File: src/rtl/rf_pkg.sv
// Shared constants and the dump sequencer state encoding for the register file.
package rf_pkg;

  localparam int RF_DATA_W = 8;
  localparam int RF_ADDR_W = 3;

  typedef enum logic {
    DUMP_IDLE = 1'b0,
    DUMP_SEND = 1'b1
  } dump_state_e;

endpackage : rf_pkg

File: src/rtl/reg_file_8x8_if.sv
// Bus bundle for the register file: write port, two read ports, debug dump stream.
// The master side is decode/writeback plus the trace consumer; the slave side is the register file.
interface reg_file_8x8_if
  import rf_pkg::*;
#(
  parameter int DATA_W = RF_DATA_W,
  parameter int ADDR_W = RF_ADDR_W
) ();

  // Write port
  logic              we;
  logic [ADDR_W-1:0] waddr;
  logic [DATA_W-1:0] wdata;

  // Read ports
  logic [ADDR_W-1:0] raddr_a;
  logic [ADDR_W-1:0] raddr_b;
  logic [DATA_W-1:0] rdata_a;
  logic [DATA_W-1:0] rdata_b;

  // Debug dump stream
  logic              dump_start;
  logic              dump_busy;
  logic              dump_valid;
  logic              dump_ready;
  logic [ADDR_W-1:0] dump_addr;
  logic [DATA_W-1:0] dump_data;
  logic              dump_last;

  modport master (
    output we, waddr, wdata, raddr_a, raddr_b, dump_start, dump_ready,
    input  rdata_a, rdata_b, dump_busy, dump_valid, dump_addr, dump_data, dump_last
  );

  modport slave (
    input  we, waddr, wdata, raddr_a, raddr_b, dump_start, dump_ready,
    output rdata_a, rdata_b, dump_busy, dump_valid, dump_addr, dump_data, dump_last
  );

endinterface : reg_file_8x8_if

File: src/rtl/rf_dump_seq.sv
// Debug dump sequencer: walks idx from 0 to NUM_REGS-1 over a valid/ready stream.
// Only the index is produced here; the parent muxes the register data.
module rf_dump_seq
  import rf_pkg::*;
#(
  parameter int ADDR_W = RF_ADDR_W
) (
  input  logic              clk,
  input  logic              rst_n,
  input  logic              start_i,
  input  logic              ready_i,
  output logic              busy_o,
  output logic              valid_o,
  output logic              last_o,
  output logic [ADDR_W-1:0] idx_o
);

  localparam logic [ADDR_W-1:0] IDX_LAST = '1;

  dump_state_e       state_q, state_d;
  logic [ADDR_W-1:0] idx_q, idx_d;

  // State and index registers; reset aborts any dump in progress.
  // NOTE: sequential state uses non-blocking assignments so every flop samples pre-edge values.
  always_ff @(posedge clk or negedge rst_n) begin
    if (!rst_n) begin
      state_q <= DUMP_IDLE;
      idx_q   <= '0;
    end else begin
      state_q <= state_d;
      idx_q   <= idx_d;
    end
  end

  // Next-state: start from IDLE, advance on each accepted beat, leave after the last one.
  // NOTE: defaults come first so every path assigns every output and no latch is inferred.
  always_comb begin
    state_d = state_q;
    idx_d   = idx_q;
    case (state_q)
      DUMP_IDLE: begin
        if (start_i) begin
          state_d = DUMP_SEND;
          idx_d   = '0;
        end
      end
      DUMP_SEND: begin
        if (ready_i) begin
          if (idx_q == IDX_LAST) begin
            // Last beat accepted: exit before idx could wrap.
            state_d = DUMP_IDLE;
            idx_d   = '0;
          end else begin
            idx_d = idx_q + 1'b1;
          end
        end
      end
      default: begin
        state_d = DUMP_IDLE;
        idx_d   = '0;
      end
    endcase
  end

  assign busy_o  = (state_q == DUMP_SEND);
  assign valid_o = (state_q == DUMP_SEND);
  assign last_o  = (state_q == DUMP_SEND) && (idx_q == IDX_LAST);
  assign idx_o   = idx_q;

endmodule : rf_dump_seq

File: src/rtl/reg_file_8x8.sv
// Architectural register file: 8 x 8-bit, one synchronous write port, two
// combinational read ports with write-first bypass, optional hard-wired zero in r0,
// and a debug dump stream of the whole array.
module reg_file_8x8
  import rf_pkg::*;
#(
  parameter int DATA_W  = RF_DATA_W,
  parameter int ADDR_W  = RF_ADDR_W,
  parameter bit R0_ZERO = 1'b1
) (
  input logic            clk,
  input logic            reset,   // asynchronous, active-low
  reg_file_8x8_if.slave  bus
);

  localparam int NUM_REGS = 2 ** ADDR_W;

  logic [DATA_W-1:0] regs_q [NUM_REGS];
  logic              wr_en;
  logic [ADDR_W-1:0] dump_idx;

  // A write to r0 is dropped when r0 is hard-wired to zero.
  assign wr_en = bus.we && !(R0_ZERO && (bus.waddr == '0));

  // Read one port: r0 rule first, then write-first bypass, then the stored value.
  function automatic logic [DATA_W-1:0] read_port(
    input logic [ADDR_W-1:0] addr,
    input logic [DATA_W-1:0] stored,
    input logic              wr,
    input logic [ADDR_W-1:0] wr_addr,
    input logic [DATA_W-1:0] wr_data
  );
    if (R0_ZERO && (addr == '0)) begin
      return '0;
    end else if (wr && (wr_addr == addr)) begin
      return wr_data;
    end else begin
      return stored;
    end
  endfunction

  // Storage array write; reset clears every register immediately.
  // NOTE: this array is reset on purpose (architectural state must read 0 after reset), so it maps to flops, not RAM.
  always_ff @(posedge clk or negedge reset) begin
    if (!reset) begin
      for (int i = 0; i < NUM_REGS; i++) begin
        regs_q[i] <= '0;
      end
    end else if (wr_en) begin
      regs_q[bus.waddr] <= bus.wdata;
    end
  end

  // Operand read ports.
  assign bus.rdata_a = read_port(bus.raddr_a, regs_q[bus.raddr_a], wr_en, bus.waddr, bus.wdata);
  assign bus.rdata_b = read_port(bus.raddr_b, regs_q[bus.raddr_b], wr_en, bus.waddr, bus.wdata);

  rf_dump_seq #(
    .ADDR_W (ADDR_W)
  ) u_dump_seq (
    .clk     (clk),
    .rst_n   (reset),
    .start_i (bus.dump_start),
    .ready_i (bus.dump_ready),
    .busy_o  (bus.dump_busy),
    .valid_o (bus.dump_valid),
    .last_o  (bus.dump_last),
    .idx_o   (dump_idx)
  );

  // Dump data follows the same rules as an operand read so a stalled beat tracks writes.
  assign bus.dump_addr = dump_idx;
  assign bus.dump_data = read_port(dump_idx, regs_q[dump_idx], wr_en, bus.waddr, bus.wdata);

endmodule : reg_file_8x8
File: src/flat_wrapper.sv
// flat-port wrapper written by rule: the top's interface ports become plain ports
module reg_file_8x8_flat import rf_pkg::*;
#(
  parameter int DATA_W  = RF_DATA_W,
  parameter int ADDR_W  = RF_ADDR_W,
  parameter bit R0_ZERO = 1'b1
)
  (clk, reset, bus_we, bus_waddr, bus_wdata, bus_raddr_a, bus_raddr_b, bus_dump_start, bus_dump_ready, bus_rdata_a, bus_rdata_b, bus_dump_busy, bus_dump_valid, bus_dump_addr, bus_dump_data, bus_dump_last);
  reg_file_8x8_if #(.DATA_W(DATA_W), .ADDR_W(ADDR_W)) bus_i ();
  input logic clk;
  input logic reset;
  input wire logic [$bits(bus_i.we)-1:0] bus_we;
  input wire logic [$bits(bus_i.waddr)-1:0] bus_waddr;
  input wire logic [$bits(bus_i.wdata)-1:0] bus_wdata;
  input wire logic [$bits(bus_i.raddr_a)-1:0] bus_raddr_a;
  input wire logic [$bits(bus_i.raddr_b)-1:0] bus_raddr_b;
  input wire logic [$bits(bus_i.dump_start)-1:0] bus_dump_start;
  input wire logic [$bits(bus_i.dump_ready)-1:0] bus_dump_ready;
  output wire logic [$bits(bus_i.rdata_a)-1:0] bus_rdata_a;
  output wire logic [$bits(bus_i.rdata_b)-1:0] bus_rdata_b;
  output wire logic [$bits(bus_i.dump_busy)-1:0] bus_dump_busy;
  output wire logic [$bits(bus_i.dump_valid)-1:0] bus_dump_valid;
  output wire logic [$bits(bus_i.dump_addr)-1:0] bus_dump_addr;
  output wire logic [$bits(bus_i.dump_data)-1:0] bus_dump_data;
  output wire logic [$bits(bus_i.dump_last)-1:0] bus_dump_last;
  assign bus_i.we = bus_we;
  assign bus_i.waddr = bus_waddr;
  assign bus_i.wdata = bus_wdata;
  assign bus_i.raddr_a = bus_raddr_a;
  assign bus_i.raddr_b = bus_raddr_b;
  assign bus_i.dump_start = bus_dump_start;
  assign bus_i.dump_ready = bus_dump_ready;
  assign bus_rdata_a = bus_i.rdata_a;
  assign bus_rdata_b = bus_i.rdata_b;
  assign bus_dump_busy = bus_i.dump_busy;
  assign bus_dump_valid = bus_i.dump_valid;
  assign bus_dump_addr = bus_i.dump_addr;
  assign bus_dump_data = bus_i.dump_data;
  assign bus_dump_last = bus_i.dump_last;
  reg_file_8x8 #(.DATA_W(DATA_W), .ADDR_W(ADDR_W), .R0_ZERO(R0_ZERO)) u_core (.clk(clk), .reset(reset), .bus(bus_i));
endmodule
File: config.mk
export PLATFORM = sky130hd
export DESIGN_NAME = reg_file_8x8_flat
export DESIGN_NICKNAME = d
export VERILOG_FILES = /design/src/rtl/rf_pkg.sv /design/src/rtl/reg_file_8x8_if.sv /design/src/rtl/rf_dump_seq.sv /design/src/rtl/reg_file_8x8.sv /design/src/flat_wrapper.sv
export SDC_FILE = /design/constraint.sdc
export NUM_CORES = 1
export LEC_CHECK = 0
export BUFFER_PORTS_ARGS = -buffer_cell sky130_fd_sc_hd__buf_2
export CELL_PAD_IN_SITES_DETAIL_PLACEMENT = 1
export CELL_PAD_IN_SITES_GLOBAL_PLACEMENT = 1
export CORE_UTILIZATION = 53
export DETAILED_ROUTE_END_ITERATION = 16
export PLACE_DENSITY_LB_ADDON = 0.1
export SYNTH_ARGS = -nofsm -noshare
export SYNTH_HDL_FRONTEND = slang
export SYNTH_SLANG_ARGS = --single-unit
File: constraint.sdc
create_clock -name clk -period 3.25 [get_ports clk]
set_input_delay 0.65 -clock clk [delete_from_list [all_inputs] [get_ports clk]]
set_output_delay 0.65 -clock clk [all_outputs]
set_load 0.01 [all_outputs]
==> results.toml <==
[floorplanning]
die_y_um = 94.8
coreArea_um2 = 8260
die_w_um = 94.8
dieArea_um2 = 8980
start_util_pct = 55.2
io_pins = 52
rows = 33

[power_and_ir_drop]
leakage_nw = 2.13
pwr_density_cell_nw_per_um2 = 647
ir_worst_vdd_v = 0.000314
finalPower_mw = 3.28

[placed_design]
gp_congestion = 0.780
placed_cell_area_um2 = 4900
port_buffers = 51
dp.cells = 454
dp_hpwl_um = 8020

[routing]
ant_nets = 0
dr_total_vias = 3097
drc_errors = 0
dr.first_iter.drc_count = 227
routed_wl_um = 12400
drt-wirelength-per-cell_um = 26.5
via_per_inst = 6.60
firstDrtPassIters = 4

[synth]
synth_warnings = 0
netlist_area_um2 = 4560
seq_area_frac_synth_pct = 37.3
syn_area_per_cell_um2 = 14.2
yosysTopAreaCell = "dfrtp_1"
synth-edff-count = 0
async_flop_share_pct = 100
synth_nets = 345
synth_cells = 320
synth-main-ff-cell = "dfrtp_1"
synthTopCellsByArea = "dfrtp_1, mux4_2, mux2_2"
yosys_register_bits = 68
synth.top_cell.area_share_pct = 37.3
netlist-cell-type-count = 27

[timing]
min_period_ps = 3160
slew_headroom_pct = 26.4
drv_slew = 0
fin_skew_ps = 6.89
post-route-period-util_pct = 97.3
worstMarginPinSlew_ps = 1100
rsz0062_at_grt = "no"
max_clock_freq_mhz = 316
setup-tns-final_ps = 0
finalSetupViolations = 0
finalHoldViolCount = 0

[clock_tree]
cts_resized = 0
clock_latency_ps = 350
path_clk_slew_ps = 80
postCtsHoldBufs = 0
cts_buffer_depth = 2
post-cts-setup-buffer-count = 0
ctsRootBufferMaster = "clkbuf_8"
cts_buffers = 9
h-tree-depth = 3
cts_tree = "built"
cts_sinks = 68

[global_route]
overflow = 0
antenna_found_initial = 0
grt_pass1_wl_um = 19300
grt_pass1_vias = 3249
grt_max_degree = 36
grt_usage_pct = 30.8

[cells_and_area]
layout-drive-gt1-share_pct = 59.6
fin_util_pct = 61.4
antenna_cells = 0
layout.nets = 385
instances_no_fill = 469
layout_common_cells = "mux2_2, dfrtp_1, buf_2"
fillers = 798
design_area_um2 = 5070
final_common_cell = "mux2_2"
synthToLayoutAreaGrowth_pct = 11.3

[min_path]
hold_path_class = "input port to async pin"

[critical_path]
cpLargestDelayFamily = "simple AND/OR/NAND/NOR gates"
crit_cells = 5
arrival_ps = 2510
critical_path_class = "flip-flop to primary output"
r2r_cells = 3
path_max_fanout = 9
crit_chain = "inv_2 > ha_1 > nor2b_1 > nor2_1 > buf_2"
worstPathBufferInverterCount = 2
start_kind = "flip-flop"
cpMaxStageDelayCell = "nor2b_1"
crit_required_ps = 2600
end_kind = "primary output"
slowest_delay_ps = 860

[run_status]
status = "complete, no violations"

[run]
max-cap-violations = 0
-- area by class of cell --
type / count / area (um2) / share of cell area, %
Clock buffer: 13 / 159 / 3.13
Sequential cell: 68 / 1700 / 33.5
Inverter: 2 / 7.51 / 0.148
Tap cell: 105 / 131 / 2.59
Clock inverter: 2 / 10.0 / 0.197
Multi-Input combinational cell: 212 / 2660 / 52.5
Timing Repair Buffer: 67 / 400 / 7.89
-- sequential cells by signal (all words and copies together), names as in the netlist --
register / flops
u_core.regs_q: 64
u_core.u_dump_seq.idx_o: 3
u_core.u_dump_seq.busy_o: 1
-- worst reg2reg max path, cell delays in order, from the launching register on --
cell,delay (ps)
dfrtp_1,640
ha_1,280
nor2_1,70
mux2_2,260
-- cells by family after synthesis --
kind of cell	after synthesis	synth area share, %
muxes	154	49.2
DFF	68	37.3
and+or+nand+nor	42	5.57
buffers and inverters	40	4.53
xor gates and xnor gates	9	1.73
AOI/OAI and AO/OA	4	0.823
adders and majority gates	3	0.823
-- metal layers --
layer | up-vias | GRT usage (%) | share of wire (%)
met5 | - | 0 | 0
met4 | 0 | 12.5 | 2.3
met3 | 24 | 3.46 | 3.5
met2 | 94 | 49.0 | 51
met1 | 1676 | 43.4 | 44
li1 | 1303 | - | -
-- through the flow --
stage / hold slack (ps) / worst slack [ps]
global route: 443 / 27.7
global placement: 397 / 233
floorplan: 354 / 639
finish: 386 / 88.2
detailed placement: 402 / 191
CTS: 402 / 120
-- Yosys cell counts (3+ instances only) --
cell type	n
buf_1	9
buf_2	9
buf_4	4
buf_6	4
clkbuf_1	12
dfrtp_1	68
ha_1	3
mux2_2	81
mux2i_1	25
mux4_2	48
nand4b_1	3
nor2_1	26
nor4_4	3
xor2_1	9
-- final timing paths --
kind                                            start                    endpoint  slack (ps)
setup / recovery           u_core.u_dump_seq.idx_o[1]            bus_dump_data[1]          90
hold / removal                                  reset    u_core.u_dump_seq.busy_o         390
setup reg to reg           u_core.u_dump_seq.idx_o[2]  u_core.u_dump_seq.idx_o[0]        1890
hold reg to reg                     u_core.regs_q[56]           u_core.regs_q[56]         420
max in group asynchronous                       reset            u_core.regs_q[4]        2170
min in group clk                    u_core.regs_q[56]           u_core.regs_q[56]         420
-- power breakdown --
group | internal, mW | switching (mW)
Sequential | 1.02 | 0.209
Clock | 0.313 | 0.328
Combinational | 0.788 | 0.627
(Power assumes the default switching activity.)
